File: src/rtl/mem_arb_pkg.sv
// rtl/mem_arb_pkg.sv - shared state encodings and owner IDs for the memory port arbiter
package mem_arb_pkg;

   typedef enum logic [1:0] {
      IDLE = 2'd0,
      ACC  = 2'd1,
      WAIT = 2'd2,
      RESP = 2'd3
   } arb_state_t;

   localparam logic OWN_IF = 1'b0;
   localparam logic OWN_D  = 1'b1;

endpackage

File: src/rtl/rr_arb2.sv
// rtl/rr_arb2.sv - combinational two-way round-robin pick
module rr_arb2 (
   input  logic req0,
   input  logic req1,
   input  logic last,
   output logic gnt_valid,
   output logic sel
);

   // sel = 1 picks req1; on a tie req1 wins only when req0's side was served last
   assign gnt_valid = req0 | req1;
   assign sel       = req1 & (~req0 | ~last);

endmodule

File: src/rtl/mem_port_arbiter.sv
// rtl/mem_port_arbiter.sv - shares one memory port between fetch and data requesters
module mem_port_arbiter
   import mem_arb_pkg::*;
#(
   parameter int ADDR_W  = 32,
   parameter int DATA_W  = 32,
   parameter int MEM_LAT = 3
) (
   input  logic              clk,
   input  logic              rst,
   input  logic              if_req,
   input  logic [ADDR_W-1:0] if_addr,
   output logic              if_gnt,
   output logic              if_rvalid,
   output logic [DATA_W-1:0] if_rdata,
   input  logic              d_req,
   input  logic              d_we,
   input  logic [ADDR_W-1:0] d_addr,
   input  logic [DATA_W-1:0] d_wdata,
   output logic              d_gnt,
   output logic              d_rvalid,
   output logic [DATA_W-1:0] d_rdata,
   output logic [ADDR_W-1:0] mem_addr,
   output logic [DATA_W-1:0] mem_wdata,
   output logic              mem_we,
   input  logic [DATA_W-1:0] mem_rdata,
   output logic              busy
);

   localparam int               LAT_W   = $clog2(MEM_LAT + 1);
   localparam logic [LAT_W-1:0] LAT_MAX = LAT_W'(MEM_LAT);
   localparam logic [LAT_W-1:0] LAT_ONE = LAT_W'(1);

   arb_state_t        state_q;
   arb_state_t        state_d;
   logic [LAT_W-1:0]  lat_cnt;
   logic              last_d;
   logic              owner_q;
   logic              we_q;
   logic [ADDR_W-1:0] mem_addr_q;
   logic [DATA_W-1:0] mem_wdata_q;
   logic [DATA_W-1:0] rdata_q;
   logic              arb_valid;
   logic              arb_sel;

   rr_arb2 u_arb (
      .req0      (if_req),
      .req1      (d_req),
      .last      (last_d),
      .gnt_valid (arb_valid),
      .sel       (arb_sel)
   );

   // State register; reset drops any transaction in flight
   always_ff @(posedge clk or posedge rst) begin
      if (rst) begin
         state_q <= IDLE;
      end else begin
         state_q <= state_d;
      end
   end

   // Next state: arbitrate only in IDLE, walk ACC -> WAIT -> RESP for reads
   always_comb begin
      state_d = state_q;
      case (state_q)
         IDLE: begin
            if (arb_valid) begin
               state_d = ACC;
            end
         end
         ACC: begin
            if (we_q) begin
               state_d = IDLE;
            end else if (MEM_LAT == 1) begin
               state_d = RESP;
            end else begin
               state_d = WAIT;
            end
         end
         WAIT: begin
            if (lat_cnt == LAT_MAX) begin
               state_d = RESP;
            end
         end
         RESP: begin
            state_d = IDLE;
         end
         default: begin
            state_d = IDLE;
         end
      endcase
   end

   // Latch the winner's operands, count read latency and capture read data
   always_ff @(posedge clk or posedge rst) begin
      if (rst) begin
         lat_cnt     <= '0;
         last_d      <= 1'b1;
         owner_q     <= OWN_IF;
         we_q        <= 1'b0;
         mem_addr_q  <= '0;
         mem_wdata_q <= '0;
         rdata_q     <= '0;
      end else begin
         case (state_q)
            IDLE: begin
               if (arb_valid) begin
                  owner_q <= arb_sel;
                  last_d  <= arb_sel;
                  lat_cnt <= LAT_ONE;
                  if (arb_sel == OWN_D) begin
                     mem_addr_q  <= d_addr;
                     mem_wdata_q <= d_wdata;
                     we_q        <= d_we;
                  end else begin
                     mem_addr_q <= if_addr;
                     we_q       <= 1'b0;
                  end
               end
            end
            ACC: begin
               if (!we_q) begin
                  if (MEM_LAT == 1) begin
                     rdata_q <= mem_rdata;
                  end else begin
                     lat_cnt <= lat_cnt + LAT_ONE;
                  end
               end
            end
            WAIT: begin
               if (lat_cnt == LAT_MAX) begin
                  rdata_q <= mem_rdata;
               end else begin
                  lat_cnt <= lat_cnt + LAT_ONE;
               end
            end
            RESP: begin
               lat_cnt <= '0;
            end
            default: begin
               lat_cnt <= '0;
            end
         endcase
      end
   end

   // Handshake strobes decoded from state and owner
   always_comb begin
      if_gnt    = 1'b0;
      d_gnt     = 1'b0;
      if_rvalid = 1'b0;
      d_rvalid  = 1'b0;
      mem_we    = 1'b0;
      case (state_q)
         ACC: begin
            if_gnt = (owner_q == OWN_IF);
            d_gnt  = (owner_q == OWN_D);
            mem_we = we_q;
         end
         RESP: begin
            if_rvalid = (owner_q == OWN_IF);
            d_rvalid  = (owner_q == OWN_D);
         end
         default: begin
            mem_we = 1'b0;
         end
      endcase
   end

   assign busy      = (state_q != IDLE);
   assign mem_addr  = mem_addr_q;
   assign mem_wdata = mem_wdata_q;
   assign if_rdata  = rdata_q;
   assign d_rdata   = rdata_q;

endmodule

File: config.mk
export PLATFORM = sky130hd
export DESIGN_NAME = mem_port_arbiter
export DESIGN_NICKNAME = d
export VERILOG_FILES = /design/src/rtl/mem_arb_pkg.sv /design/src/rtl/rr_arb2.sv /design/src/rtl/mem_port_arbiter.sv
export SDC_FILE = /design/constraint.sdc
export NUM_CORES = 1
export LEC_CHECK = 0
export ABC_AREA = 1
export BUFFER_PORTS_ARGS = -buffer_cell sky130_fd_sc_hd__buf_2
export CAP_MARGIN = 20
export CORE_AREA = 2 2 103 105
export CTS_BUF_LIST = sky130_fd_sc_hd__clkbuf_8
export DETAILED_ROUTE_END_ITERATION = 8
export DIE_AREA = 0 0 105 107
export PLACE_DENSITY = 0.84
export SLEW_MARGIN = 40
export SYNTH_ARGS = -nofsm -noshare
export SYNTH_HDL_FRONTEND = slang
export SYNTH_SLANG_ARGS = --single-unit
File: constraint.sdc
create_clock -name clk -period 4.15 [get_ports clk]
set_input_delay 0 -clock clk [delete_from_list [all_inputs] [get_ports clk]]
set_output_delay 0 -clock clk [all_outputs]
set_load 0.05 [all_outputs]
==> flow_summary.json <==
{
  "numCtsBuffers": 9,
  "synth_largest_area_cell": "dfrtp_1",
  "r2r_setup_slack_ns": 1.68,
  "power_density_nw_per_um2": 898,
  "wl_per_cell_um": 14.7,
  "drive_gt1_share_pct": 30.5,
  "hold_ws_ns": 0.173,
  "totalWireLength_mm": 16.2,
  "post-route-period-util_pct": 59.5,
  "max_slew_margin_pct": 48.5,
  "grt.total_usage_pct": 28.8,
  "cts_num_sinks": 103,
  "antenna_found_initial": 0,
  "path_class": "reg2reg",
  "multi_input_area_um2": 1820,
  "skew_ns": 0.0178,
  "regArea_um2": 2580,
  "synthArstFlopShare_pct": 100,
  "synth_flop_cell": "dfrtp_1",
  "hp-class": "in2reg",
  "post-route-util_pct": 75.3,
  "clkTransAtPathRegs_ns": 0.11,
  "yosysSeqAreaShare_pct": 51.6,
  "die_h_um": 107,
  "rsz0062_at_grt": "no",
  "synth-seq-cells": 103,
  "netlist_area_um2": 4990,
  "holdPathStages": 5,
  "dpl.hpwl_mm": 9.41,
  "p_leak_nw": 4.26,
  "final_cells": 1101,
  "fp-row-count": 37,
  "syn_nets": 755,
  "post-route-drc-count": 0,
  "endpoint_kind": "flip-flop",
  "cap_violations": 0,
  "grt_max_degree": 68,
  "synth_area_leaders": "dfrtp_1 (51%), nand2_1 (21%), nand3_1 (6.6%)",
  "synth_edf_count": 0,
  "top_level_ports": 267,
  "tritoncts": "done",
  "yosys_warnings": 0,
  "min_period_ns": 2.47,
  "syn_to_final_growth_pct": 52.1,
  "hold_viol_final": 0,
  "initial_core_util_pct": 49.5,
  "cp-start-kind": "flip-flop",
  "cts-root-buf": "clkbuf_8",
  "nFillCells": 692,
  "design.core.area_um2": 10100,
  "io_buffer_count": 266,
  "clock_latency_ns": 0.36,
  "cts_resized": 0,
  "critPathMaxFanout": 33,
  "synth_cell_types": 21,
  "n_antenna_cell": 0,
  "fin_nets": 1100,
  "cp.arrival_ns": 2.77,
  "finalWorstSetupSlack_ns": 1.68,
  "synthCells": 615,
  "drtIter0Drc": 474,
  "finalSetupViolCount": 0,
  "htreeDepth": 3,
  "synth_top_area_share_pct": 51.1,
  "status": "finished clean",
  "grt_pass1_vias": 5360,
  "tns_ns": 0,
  "required_ns": 4.45,
  "grt_overflow": 0,
  "drt_first_pass_iters": 5,
  "viasPerCell": 4.91,
  "syn_avg_cell_area_um2": 8.12,
  "grt_pass1_wl_mm": 25.8,
  "die_w_um": 105,
  "ctsLongestPathBuffers": 2,
  "ir_drop_mv": 0.609,
  "antenna_left": 0,
  "max_clock_freq_mhz": 405,
  "gp_congestion": 0.808,
  "r2r_cells": 7,
  "worst_pin_slew_ns": 0.770,
  "dp_cells": 955,
  "die_area_um2": 11200,
  "dp_slack_ns": 1.79,
  "vias": 5408,
  "maxSlewViolCount": 0
}
## area by class of cell
class	instances	share of cell area, %
clock inverter	5	0.511
multi-input combinational	400	23.9
tap	136	2.24
clock buffer	11	1.99
sequential	103	34.0
inverter	47	2.42
timing repair buffer	399	35.0
## layout by cell type (no fill, tap or decap), types with 2 or more instances in the layout
cell type      netlist  final
clkbuf_8             0     11
ha_1                 7      7
nor2_1               4      4
dfrtp_1            102    102
nand3b_1            33     33
buf_4               37      3
inv_6                0      4
nand3_1             66     66
buf_2               13    266
nand2_2              1      2
dlygate4sd3_1        0    130
nor2_4               2      2
inv_1               45     45
nand2_1            283    282
## cell usage after synthesis (2+ instances only)
cell and n:
nand3_1 66, dfrtp_1 102, ha_1 7, buf_1 3, buf_4 37, nor2_4 2, inv_1 45, buf_2 13
nand3b_1 33, nand2_1 283, buf_6 3, clkbuf_1 9, nor2_1 4
## worst max-delay path, stage by stage (launching register included)
cell and delay [ns]:
dfrtp_1 0.44, inv_1 0.15, ha_1 0.20, inv_1 0.14
nor2_4 0.64, nand3_1 0.16, dlygate4sd3_1 0.60, nand2_1 0.08
## registers in the layout (all words and copies together), names as in the netlist, named ones only
name,count
d_rdata,32
lat_cnt,2
state_q,1
we_q,1
mem_addr,32
mem_wdata,32
owner_q,1
last_d,1
## through the flow
step	power [mW]	area (um^2)
after global routing	7.18	7590
after floorplan	5.22	4990
final	6.82	7590
after CTS	6.77	7590
after global placement	5.88	6100
after detailed placement	5.96	6100
## power by group
part | internal [mW] | switching [mW]
sequential | 1.50 | 0.327
clock | 0.257 | 0.347
combinational | 1.01 | 3.38
total | 2.77 | 4.05
## routing by layer
layer,GRT usage (%),share of wire [%]
met1,32.7,36
met2,51.5,51
met3,4.19,6.8
met4,17.0,5.4
met5,0,0
## what timing repair did
action	4_1_cts	5_1_grt
hold buffers	130	0
endpoints found under the hold margin	163	0
setup buffers	0	0
## cells by family (layout without fill, tap and decap cells)
kind of cell	Yosys count	count (layout)	synth area share, %
and+or+nand+nor	392	392	34.5
AOI/OAI and AO/OA	1	1	0.100
adders and majority gates	7	7	1.75
DFF	103	103	51.6
buffers and inverters	112	462	12.0
## path summary, 6_finish.rpt
check / to / startpoint
setup / recovery: mem_addr[7] / state_q[0]
hold / removal: lat_cnt[0] / if_req
setup reg to reg: mem_addr[7] / state_q[0]
hold reg to reg: mem_wdata[19] / mem_wdata[19]
max in group asynchronous: last_d / rst
min in group asynchronous: d_rdata[6] / rst
(Power assumes the default switching activity.)
